### src/rtl/alu_pkg.sv
// Shared ALU definitions: operation codes, RV32I opcodes and forward selects.
// Reused by the ID/EX issue logic and by the ALU itself.
package alu_pkg;

    typedef enum logic [4:0] {
        ALU_ADD    = 5'b00000,
        ALU_SUB    = 5'b00001,
        ALU_SLL    = 5'b00010,
        ALU_SLT    = 5'b00011,
        ALU_SLTU   = 5'b00100,
        ALU_XOR    = 5'b00101,
        ALU_SRL    = 5'b00110,
        ALU_SRA    = 5'b00111,
        ALU_OR     = 5'b01000,
        ALU_AND    = 5'b01001,
        ALU_PASS_B = 5'b01010
    } alu_op_t;

    localparam logic [6:0] OP_R      = 7'b0110011;
    localparam logic [6:0] OP_I      = 7'b0010011;
    localparam logic [6:0] OP_LOAD   = 7'b0000011;
    localparam logic [6:0] OP_STORE  = 7'b0100011;
    localparam logic [6:0] OP_BRANCH = 7'b1100011;
    localparam logic [6:0] OP_LUI    = 7'b0110111;
    localparam logic [6:0] OP_AUIPC  = 7'b0010111;
    localparam logic [6:0] OP_JAL    = 7'b1101111;
    localparam logic [6:0] OP_JALR   = 7'b1100111;

    localparam logic [1:0] FWD_REG = 2'b00;
    localparam logic [1:0] FWD_W   = 2'b01;
    localparam logic [1:0] FWD_M   = 2'b10;

    // funct7[5] means SUB only for register-register ops; for shifts it means arithmetic.
    function automatic alu_op_t alu_arith(input logic [2:0] funct3,
                                          input logic       alt,
                                          input logic       is_reg);
        alu_op_t op;
        case (funct3)
            3'b000:  op = (alt && is_reg) ? ALU_SUB : ALU_ADD;
            3'b001:  op = ALU_SLL;
            3'b010:  op = ALU_SLT;
            3'b011:  op = ALU_SLTU;
            3'b100:  op = ALU_XOR;
            3'b101:  op = alt ? ALU_SRA : ALU_SRL;
            3'b110:  op = ALU_OR;
            3'b111:  op = ALU_AND;
            default: op = ALU_ADD;
        endcase
        return op;
    endfunction

endpackage

### src/rtl/alu_decoder.sv
// Combinational ID-stage decode of an RV32I instruction into ALU op and operand selects.
import alu_pkg::*;

module alu_decoder (
    input  logic [6:0] i_opcode,
    input  logic [2:0] i_funct3,
    input  logic       i_funct7_5,
    output alu_op_t    o_alu_op,
    output logic       o_src_a_pc,
    output logic       o_src_b_imm
);

    // Opcode-keyed decode; anything unrecognised behaves like ADD on registers.
    always_comb begin
        o_alu_op    = ALU_ADD;
        o_src_a_pc  = 1'b0;
        o_src_b_imm = 1'b0;
        case (i_opcode)
            OP_R: begin
                o_alu_op = alu_arith(i_funct3, i_funct7_5, 1'b1);
            end
            OP_I: begin
                o_alu_op    = alu_arith(i_funct3, i_funct7_5, 1'b0);
                o_src_b_imm = 1'b1;
            end
            OP_LOAD, OP_STORE, OP_JALR: begin
                o_src_b_imm = 1'b1;
            end
            OP_BRANCH: begin
                o_alu_op = ALU_SUB;
            end
            OP_LUI: begin
                o_alu_op    = ALU_PASS_B;
                o_src_b_imm = 1'b1;
            end
            OP_AUIPC: begin
                o_src_a_pc  = 1'b1;
                o_src_b_imm = 1'b1;
            end
            OP_JAL: begin
                o_alu_op = ALU_ADD;
            end
            default: begin
                o_alu_op = ALU_ADD;
            end
        endcase
    end

endmodule

### src/rtl/id_ex_alu_issue.sv
// ID/EX pipeline register for the ALU path plus EX-stage forwarding and operand select.
import alu_pkg::*;

module id_ex_alu_issue #(
    parameter int         XLEN   = 32,
    parameter logic [4:0] NOP_OP = 5'b00000
) (
    input  logic            clk,
    input  logic            rst_n,
    input  logic [31:0]     InstrD,
    input  logic [XLEN-1:0] PCD,
    input  logic [XLEN-1:0] RD1D,
    input  logic [XLEN-1:0] RD2D,
    input  logic [XLEN-1:0] ImmExtD,
    input  logic            ValidD,
    input  logic            StallE,
    input  logic            FlushE,
    input  logic [1:0]      ForwardAE,
    input  logic [1:0]      ForwardBE,
    input  logic [XLEN-1:0] ALUResultM,
    input  logic [XLEN-1:0] ResultW,
    output logic [4:0]      alu_opE,
    output logic [XLEN-1:0] SrcA,
    output logic [XLEN-1:0] SrcB,
    output logic [XLEN-1:0] WriteDataE,
    output logic [4:0]      Rs1E,
    output logic [4:0]      Rs2E,
    output logic [4:0]      RdE,
    output logic            ValidE
);

    alu_op_t         w_alu_op;
    logic            w_src_a_pc;
    logic            w_src_b_imm;
    logic [XLEN-1:0] w_fwd_a;
    logic [XLEN-1:0] w_fwd_b;
    logic            w_unused_instr;

    logic [4:0]      r_alu_op;
    logic            r_src_a_pc;
    logic            r_src_b_imm;
    logic [XLEN-1:0] r_pc;
    logic [XLEN-1:0] r_rd1;
    logic [XLEN-1:0] r_rd2;
    logic [XLEN-1:0] r_imm;
    logic [4:0]      r_rs1;
    logic [4:0]      r_rs2;
    logic [4:0]      r_rd;
    logic            r_valid;

    // Immediate bits are consumed via ImmExtD, not decoded here.
    assign w_unused_instr = ^{InstrD[31], InstrD[29:25]};

    alu_decoder u_dec (
        .i_opcode    (InstrD[6:0]),
        .i_funct3    (InstrD[14:12]),
        .i_funct7_5  (InstrD[30]),
        .o_alu_op    (w_alu_op),
        .o_src_a_pc  (w_src_a_pc),
        .o_src_b_imm (w_src_b_imm)
    );

    // ID/EX register: flush beats stall, stall holds every field.
    always_ff @(posedge clk or negedge rst_n) begin
        if (!rst_n) begin
            r_alu_op    <= NOP_OP;
            r_src_a_pc  <= 1'b0;
            r_src_b_imm <= 1'b0;
            r_pc        <= '0;
            r_rd1       <= '0;
            r_rd2       <= '0;
            r_imm       <= '0;
            r_rs1       <= 5'd0;
            r_rs2       <= 5'd0;
            r_rd        <= 5'd0;
            r_valid     <= 1'b0;
        end else if (FlushE) begin
            r_alu_op    <= NOP_OP;
            r_src_a_pc  <= 1'b0;
            r_src_b_imm <= 1'b0;
            r_pc        <= '0;
            r_rd1       <= '0;
            r_rd2       <= '0;
            r_imm       <= '0;
            r_rs1       <= 5'd0;
            r_rs2       <= 5'd0;
            r_rd        <= 5'd0;
            r_valid     <= 1'b0;
        end else if (!StallE) begin
            r_alu_op    <= w_alu_op;
            r_src_a_pc  <= w_src_a_pc;
            r_src_b_imm <= w_src_b_imm;
            r_pc        <= PCD;
            r_rd1       <= RD1D;
            r_rd2       <= RD2D;
            r_imm       <= ImmExtD;
            r_rs1       <= InstrD[19:15];
            r_rs2       <= InstrD[24:20];
            r_rd        <= InstrD[11:7];
            r_valid     <= ValidD;
        end
    end

    // rs1 forwarding; the unused 11 encoding falls back to the register value.
    always_comb begin
        w_fwd_a = r_rd1;
        case (ForwardAE)
            FWD_REG: w_fwd_a = r_rd1;
            FWD_W:   w_fwd_a = ResultW;
            FWD_M:   w_fwd_a = ALUResultM;
            default: w_fwd_a = r_rd1;
        endcase
    end

    // rs2 forwarding, which also feeds store data.
    always_comb begin
        w_fwd_b = r_rd2;
        case (ForwardBE)
            FWD_REG: w_fwd_b = r_rd2;
            FWD_W:   w_fwd_b = ResultW;
            FWD_M:   w_fwd_b = ALUResultM;
            default: w_fwd_b = r_rd2;
        endcase
    end

    assign alu_opE    = r_alu_op;
    assign SrcA       = r_src_a_pc  ? r_pc  : w_fwd_a;
    assign SrcB       = r_src_b_imm ? r_imm : w_fwd_b;
    assign WriteDataE = w_fwd_b;
    assign Rs1E       = r_rs1;
    assign Rs2E       = r_rs2;
    assign RdE        = r_rd;
    assign ValidE     = r_valid;

endmodule

### config.mk
export PLATFORM = sky130hd
export DESIGN_NAME = id_ex_alu_issue
export DESIGN_NICKNAME = d
export VERILOG_FILES = /design/src/rtl/alu_pkg.sv /design/src/rtl/alu_decoder.sv /design/src/rtl/id_ex_alu_issue.sv
export SDC_FILE = /design/constraint.sdc
export NUM_CORES = 1
export LEC_CHECK = 0
export CAP_MARGIN = 20
export CORE_ASPECT_RATIO = 1.5
export CORE_MARGIN = 8
export CORE_UTILIZATION = 46
export CTS_CLUSTER_SIZE = 40
export DETAILED_ROUTE_END_ITERATION = 6
export PLACE_DENSITY = 0.88
export SLEW_MARGIN = 20
export SYNTH_ARGS = -nofsm -noshare
export SYNTH_HDL_FRONTEND = slang
export SYNTH_SLANG_ARGS = --single-unit
export TNS_END_PERCENT = 10
### constraint.sdc
create_clock -name clk -period 4.9 [get_ports clk]
set_input_delay 0.98 -clock clk [delete_from_list [all_inputs] [get_ports clk]]
set_output_delay 0.98 -clock clk [all_outputs]
set_load 0.01 [all_outputs]
==> Yosys cells after proc, flatten, opt, wreduce, memory -nomap -nowiden <==
Cells that the tools add are included.
{ "op_classes": {"n_mul": 0, "eq_ne": 20, "div_mod_pow": 0, "n_reduce_logical": 2, "shifts": 0, "n_mux": 33, "addsub": 0, "n_bitwise": 0, "order_cmp": 0} }
{ "ops": {"columns": ["cell", "count"], "rows": [
  ["$mux W32", 10],
  ["$pmux W32 S2", 2],
  ["$pmux W5 S8", 2],
  ["$mux W5", 8],
  ["$eq A7 B6 Y1 const B", 3],
  ["$pmux W5 S4", 1],
  ["$eq A7 B5 Y1 const B", 2],
  ["$eq A7 B7 Y1 const B", 2],
  ["$eq A3 B3 Y1 const B", 4],
  ["$mux W1", 10],
  ["$eq A7 B2 Y1 const B", 1],
  ["$eq A3 B2 Y1 const B", 2],
  ["$reduce_or A6 Y1", 1],
  ["$eq A2 B1 Y1 const B", 2],
  ["$eq A2 B2 Y1 const B", 2],
  ["$eq A3 B1 Y1 const B", 1],
  ["$logic_not A3 Y1", 1],
  ["$ne A2 B1 Y1 const B", 1]
]} }
{ "totals": {"latchBits": 0, "ramBits": 0, "romBits": 0, "out_inout_bits": 117, "input_bits": 233, "elab_cells": 66, "memories": 0, "reg_bits": 151} }

==> Longest topological paths before layout <==
Gate-level depths: netlist of the first run.
{ "logic_depth": {"depth_word": 5, "mapped_depth": 7, "mapped_depth_nobuf": 6} }

==> Cells and area by module <==
Synthesis of the first run repeated with hierarchy kept, for this count alone.
{ "hier_totals": {"cells_unflattened": 856, "hier_area_um2": 8404.3} }
{ "modules_own_cells": {"columns": ["mod", "area_per_inst_um2", "n_inst", "cells_each", "seq_area_each_um2"], "rows": [
  ["id_ex_alu_issue", 8192.9, 1, 824, 3778.6],
  ["alu_decoder", 211.5, 1, 32, 0.0]
]} }

==> Worst setup path after synthesis of the first run <==
Ideal clock, no wire load.
{ "synth_timing": {"path_type": "input-to-output", "startpoint": "in ForwardBE[0]", "endpoint": "out SrcB[5]", "stages": 6, "setup_slack_ns": 1.734, "required_ns": 3.920, "path_buffers": 2, "arrival_time_ns": 2.186, "cell_sequence": "inv_1 ha_1 buf_4 buf_2 o21ai_0 mux2_2"} }
{ "synth_between": {"elab_chain_len": 3, "elab_cells_between_ends": 4, "classes_between": "eq/ne: 2; mux: 2"} }
{ "synth_lines": {"columns": ["element", "line_no", "source"], "rows": [
  ["start: declaration", "id_ex_alu_issue.sv:19", "input logic [1:0] ForwardBE,"],
  ["$eq A2 B2 Y1 / $eq A2 B1 Y1 (equally long branches)", "id_ex_alu_issue.sv:118", "case (ForwardBE)"],
  ["$pmux W32 S2 *", "id_ex_alu_issue.sv:118", null],
  ["via WriteDataE[5]", "id_ex_alu_issue.sv:25", "output logic [XLEN-1:0] WriteDataE,"],
  ["$mux W32 *", "id_ex_alu_issue.sv:128", "assign SrcB = r_src_b_imm ? r_imm : w_fwd_b;"],
  ["end: declaration", "id_ex_alu_issue.sv:24", "output logic [XLEN-1:0] SrcB,"]
]} }
The timed path passes the listed nets; every way through them passes the cells marked *.

==> Final worst setup path of the first run <==
{ "layout_timing": {"startpoint": "in ForwardBE[0]", "endpoint": "out SrcB[11]"} }
{ "layout_between": {"elab_chain_len": 3, "elab_cells_between_ends": 4, "classes_between": "eq/ne: 2; mux: 2"} }
{ "layout_lines": {"columns": ["element", "line_no"], "rows": [
  ["$eq A2 B2 Y1 / $eq A2 B1 Y1 (equally long branches)", "id_ex_alu_issue.sv:118"],
  ["$pmux W32 S2 *", "id_ex_alu_issue.sv:118"],
  ["$mux W32 *", "id_ex_alu_issue.sv:128"]
]} }
Every way passes the cells marked *; elsewhere a longest branch is shown, timed or not.

==> impl_metrics.json, run 1 <==
{
  "rrSetupSlack_ns": 3.61,
  "drt-initial-drc-count": 615,
  "tns_ns": 0,
  "postLayoutCellArea_sq_um": 12200,
  "dr.pass1.iters": 5,
  "finalNonFillerCells": 1378,
  "synthArstFlopShare_pct": 100,
  "setup.worst_path.start": "ForwardBE[0]",
  "cts_tree": "done",
  "finalSetupViolations": 0,
  "slew_viol_final": 0,
  "crit_path_frequent_cell": "clkdlybuf4s50_1",
  "synth_xor_area_share_pct": 0.108,
  "die_h_microns": 179,
  "regArea_sq_um": 3750,
  "drive_above_1_share_pct": 7.49,
  "slew_headroom_pct": 31.5,
  "status": "completed",
  "cp_slowest_stage_delay_ns": 0.56,
  "dp_cells": 1343,
  "cp_max_fo": 20,
  "final_cell_mix": "clkdlybuf4s50_1 (339), nor2_1 (178), dfrtp_1 (149)",
  "drv_cap": 0,
  "clockRootBuffer": "clkbuf_16",
  "grt_max_degree": 98,
  "clock_latency_ns": 0.42,
  "r2r_end": "r_src_a_pc",
  "multi_input_area_sq_um": 3960,
  "fillers": 1283,
  "grt_pass1_vias": 8079,
  "max_freq_ghz": 0.221,
  "numCtsBuffers": 17,
  "fp.dieW_microns": 125,
  "powerDensity_nw_per_um2": 292,
  "hold_class": "reg -> reg",
  "drc": 0,
  "period_needed_ns": 4.53,
  "start_util_pct": 46.9,
  "areaGrowthSynthToFinish_pct": 50.1,
  "cts.clk_slew.worst_paths_ns": 0.06,
  "r2r-start": "r_src_a_pc",
  "min_period_over_period_pct": 92.4,
  "layout_commonest_cell": "clkdlybuf4s50_1",
  "synth_cell_type_count": 31,
  "cts_buffer_depth": 2,
  "hold_violations": 0,
  "syn-num-nets": 1079,
  "grtUsageTotal_pct": 27.1,
  "synth_cells": 842,
  "detail_route.wl_per_cell_microns": 22.5,
  "syn_avg_cell_area_sq_um": 9.66,
  "hold_buffers": 0,
  "end_kind": "primary output",
  "num_rows": 59,
  "yosys.area_share.adder_pct": 0.615,
  "power_leakage_nw": 5.44,
  "ir_drop_v": 0.000193,
  "fin_skew_ns": 0,
  "crit_slowest_cell": "ha_1",
  "vias": 7632,
  "finalWeightedCongestion": 0.838,
  "antenna_found_initial": 3,
  "synth_seq_area_share_pct": 46.1,
  "ant_nets": 0,
  "synth_top_family_by_area": "multiplexers",
  "synth_area_sq_um": 8140,
  "cp.required_ns": 3.92,
  "ys.flop_type": "dfrtp_1",
  "ys_warn_count": 0,
  "core_area_sq_um": 17300,
  "yosys.area_share.simple_pct": 12.6,
  "grt_remaining_overflow": 0,
  "synth_compound_area_share_pct": 12.9,
  "start_kind": "input pin",
  "cts.sinks": 150,
  "dp_hpwl_microns": 23300,
  "r2r_cells": 2,
  "pre_cts_ws_ns": 0.401,
  "fin_nets": 1386,
  "crit_end": "SrcB[11]",
  "max_slew.worst_pin.slew_ns": 1.03,
  "cp.arrival_ns": 3.55,
  "synth-edff-count": 0,
  "ioPinCount": 350,
  "grt_pass1_wl_microns": 46500,
  "fp.dieArea_sq_um": 22300,
  "htreeDepth": 4,
  "avgViaCountPerCell": 5.54,
  "place_area_sq_um": 11600,
  "routed_wl_microns": 31000,
  "cts_setup_buffers": 0,
  "setup_slack_ns": 0.373,
  "synth-seq-cells": 150,
  "cp_cell_sequence": "clkdlybuf4s50_1 -> ha_1 -> buf_12 -> a22oi_1 -> o21ai_0 -> mux2_2 -> clkdlybuf4s50_1",
  "synth_mux_area_share_pct": 22.3,
  "path_class": "in -> out",
  "ctsResizeCount": 0,
  "portBuffers": 342,
  "rsz0062_at_grt": "no"
}
==> where the power goes <==
group	switching (mW)	internal, mW	total (mW)
Combinational	0.374	0.443	0.817
Clock	0.528	0.882	1.41
Sequential	0.0380	1.31	1.34
==> layer usage <==
layer | GRT usage (%) | share of wire [%] | vias to the layer above | routed length, microns
met5 | 0 | 0 | - | 0
met2 | 48.3 | 52 | 365 | 16000
met1 | 27.7 | 35 | 3660 | 11000
met4 | 14.8 | 4.6 | 0 | 1420
met3 | 8.97 | 8.2 | 67 | 2540
li1 | - | - | 3540 | -
==> registers in the layout, indices dropped and copies added (netlist names) <==
signal,cells
Rs1E,5
r_rd2,32
r_src_a_pc,1
r_pc,32
r_imm,32
Rs2E,5
RdE,5
r_rd1,32
ValidE,1
alu_opE,4
r_src_b_imm,1
==> cells by family after synthesis <==
family / count (synthesis)
buf+inv: 74
fa+ha+maj: 4
mux: 177
other cells: 1
flops: 150
simple gates: 262
xor+xnor: 1
compound gates: 173
==> cells in the mapped netlist, drive strengths merged, types with 2 or more instances <==
master,number,area [sq um]
nor2,178,668
dfrtp,150,3750
mux2i,144,1440
nand2,74,278
o21ai,69,345
a22oi,64,480
buf,52,352
a21oi,33,165
mux2,33,372
clkbuf,18,67.6
ha,4,50.1
inv,4,15.0
nand2b,3,18.8
nor2b,2,12.5
o31ai,2,15.0
==> through the flow <==
| step | power, mW | utilization (%) | hold WS, ns |
|---|---|---|---|
| after global routing | 3.71 | 70.4 | 0.516 |
| after detailed placement | 2.18 | 66.7 | 0.478 |
| after floorplan | 1.70 | - | 0.484 |
| after global placement | 2.16 | 66.7 | 0.461 |
| final | 3.57 | 70.4 | 0.494 |
| after CTS | 3.60 | 70.4 | 0.497 |
==> worst max-delay path: cells and delay by family <==
kind | cells | cell delay [ns]
compound gates | 2 | 0.46
fa+ha+maj | 1 | 0.56
buf+inv | 3 | 1.32
mux | 1 | 0.23
==> worst min-delay path by stage <==
stage | startpoint | end | slack (ns) | cells after the start
2_1_floorplan | r_imm[0] | r_imm[0] | 0.48 | 2
3_5_place_dp | alu_opE[1] | alu_opE[1] | 0.48 | 2
6_report | alu_opE[0] | alu_opE[0] | 0.49 | 2
3_3_place_gp | alu_opE[0] | alu_opE[0] | 0.46 | 2
4_1_cts | alu_opE[0] | alu_opE[0] | 0.50 | 2
5_1_grt | alu_opE[0] | alu_opE[0] | 0.52 | 2
==> layout make-up <==
type	instances	area share, %
clock buffers	21	3.77
clock inverters	11	1.41
flip-flops and latches	150	30.7
inverters	4	0.123
repair buffers	358	29.3
diodes	3	0.0615
multi-input cells	618	32.4
well taps	213	2.18
(Power assumes the default switching activity.)
==> run 2, diff against run 1 <==
--- a/config.mk
+++ b/config.mk
@@ -12,6 +12,7 @@
 export CTS_CLUSTER_SIZE = 40
 export DETAILED_ROUTE_END_ITERATION = 6
 export PLACE_DENSITY = 0.88
+export REMOVE_ABC_BUFFERS = 1
 export SLEW_MARGIN = 20
 export SYNTH_ARGS = -nofsm -noshare
 export SYNTH_HDL_FRONTEND = slang
==> impl_metrics.json, run 2 (synthesis gave the netlist of run 1 again) <==
{
  "status": "completed",
  "postLayoutCoreUtil_pct": 70.2,
  "antenna_found_initial": 2,
  "rsz0062_at_grt": "no",
  "routed_wl_microns": 29200,
  "fin_skew_ns": 0,
  "path_class": "in -> out",
  "finalNonFillerCells": 1377,
  "clockRootBuffer": "clkbuf_16",
  "cp.required_ns": 3.92,
  "drt-initial-drc-count": 558,
  "cts_setup_buffers": 0,
  "hold_class": "reg -> reg",
  "grt_pass1_vias": 8093,
  "die_h_microns": 179,
  "max_slew.worst_pin.slew_ns": 1.08,
  "setup_slack_ns": 0.604,
  "dr.pass1.iters": 6,
  "numCtsBuffers": 17,
  "drc": 0,
  "core_area_sq_um": 17300,
  "areaGrowthSynthToFinish_pct": 49.7,
  "ir_drop_v": 0.000211,
  "hold_buffers": 0,
  "pre_cts_ws_ns": 0.690,
  "p_int_mw": 2.47,
  "fp.dieW_microns": 125,
  "cts_buffer_depth": 2,
  "power_frac_comb_pct": 23.3,
  "total_power_mw": 3.46,
  "pwr-share-clk_pct": 37.9,
  "power_leakage_nw": 5.41,
  "rrSetupSlack_ns": 3.51,
  "setup.worst_path.start": "ForwardAE[0]",
  "drive_above_1_share_pct": 7.67,
  "ctsResizeCount": 0,
  "slew_viol_final": 0,
  "finalWeightedCongestion": 0.838,
  "place_area_sq_um": 11600,
  "grt_pass1_wl_microns": 44500,
  "cts.clk_slew.worst_paths_ns": 0.07,
  "regArea_sq_um": 3760,
  "dp_cells": 1342,
  "period_needed_ns": 4.30,
  "slew_headroom_pct": 28.3,
  "multi_input_area_sq_um": 3960,
  "clock_latency_ns": 0.43,
  "max_freq_ghz": 0.233,
  "portBuffers": 342,
  "drv_cap": 0,
  "cp.arrival_ns": 3.32,
  "final_cell_mix": "clkdlybuf4s50_1 (339), nor2_1 (178), dfrtp_1 (148)",
  "min_period_over_period_pct": 87.7,
  "avgViaCountPerCell": 5.58,
  "fin_nets": 1385,
  "layout_commonest_cell": "clkdlybuf4s50_1",
  "cp_max_fo": 18,
  "grtUsageTotal_pct": 25.3,
  "end_kind": "primary output",
  "net-switching-power_uw": 988,
  "vias": 7680,
  "grt_max_degree": 97,
  "num_rows": 59,
  "cts_tree": "done",
  "tns_ns": 0,
  "dp_hpwl_microns": 21000,
  "fillers": 1292,
  "swShare_pct": 28.6,
  "ioPinCount": 350,
  "postLayoutCellArea_sq_um": 12200,
  "grt_remaining_overflow": 0,
  "r2r-start": "r_src_b_imm",
  "detail_route.wl_per_cell_microns": 21.2,
  "hold_ws_ns": 0.482,
  "start_kind": "input pin",
  "hold_violations": 0,
  "powerDensity_nw_per_um2": 284,
  "finalSetupViolations": 0,
  "start_util_pct": 46.9,
  "htreeDepth": 4,
  "cts.sinks": 150,
  "fp.dieArea_sq_um": 22300,
  "ant_nets": 0,
  "min-delay-start": "alu_opE[3]",
  "p_seq_share_pct": 38.9
}
==> run 2: cell types whose count changed in the layout (fill, tap and decap cells not counted), moves of 2 or more <==
cell and delta:
inv_8 +3, clkinv_2 -2, bufinv_16 -3, clkbuf_1 -2, buf_4 -2, inv_6 +3, clkbuf_8 -2
==> run 2: final cells by class <==
cell class / count / share of cell area, %
Antenna cell: 3 / 0.0616
Clock buffer: 17 / 3.49
Clock inverter: 15 / 1.36
Inverter: 4 / 0.123
Multi-Input combinational cell: 618 / 32.5
Sequential cell: 150 / 30.9
Tap cell: 213 / 2.19
Timing Repair Buffer: 357 / 29.5
==> run 2: worst max-delay path, stage by stage <==
cell and delay (ns):
clkdlybuf4s50_1 0.44, inv_1 0.08, ha_2 0.45, buf_12 0.22
a22oi_1 0.11, nor2_1 0.12, a21oi_1 0.06, o21ai_0 0.21
clkdlybuf4s50_1 0.61
==> run 2: power by group through the flow <==
stage	Clock, mW	Sequential, mW	Combinational (mW)
4_1_cts	1.33	1.34	0.809
5_1_grt	1.38	1.35	0.863
3_3_place_gp	0	1.36	0.787
3_5_place_dp	0	1.37	0.803
6_report	1.31	1.34	0.804
2_1_floorplan	0	1.36	0.282
==> run 2: metal layers <==
metal,vias up,wire length [microns],track usage (%)
li1,3545,-,-
met2,320,15500,45.5
met1,3738,10400,26.3
met3,75,2040,7.52
met5,-,13,0
met4,2,1210,13.5
==> run 2: final timing paths <==
check                               to  cells after the start
setup / recovery              SrcA[18]                      9
hold / removal              alu_opE[3]                      2
setup reg to reg           r_src_b_imm                      1
hold reg to reg             alu_opE[3]                      2
max in group asynchronous     r_pc[23]                      2
min in group asynchronous    r_imm[14]                      1
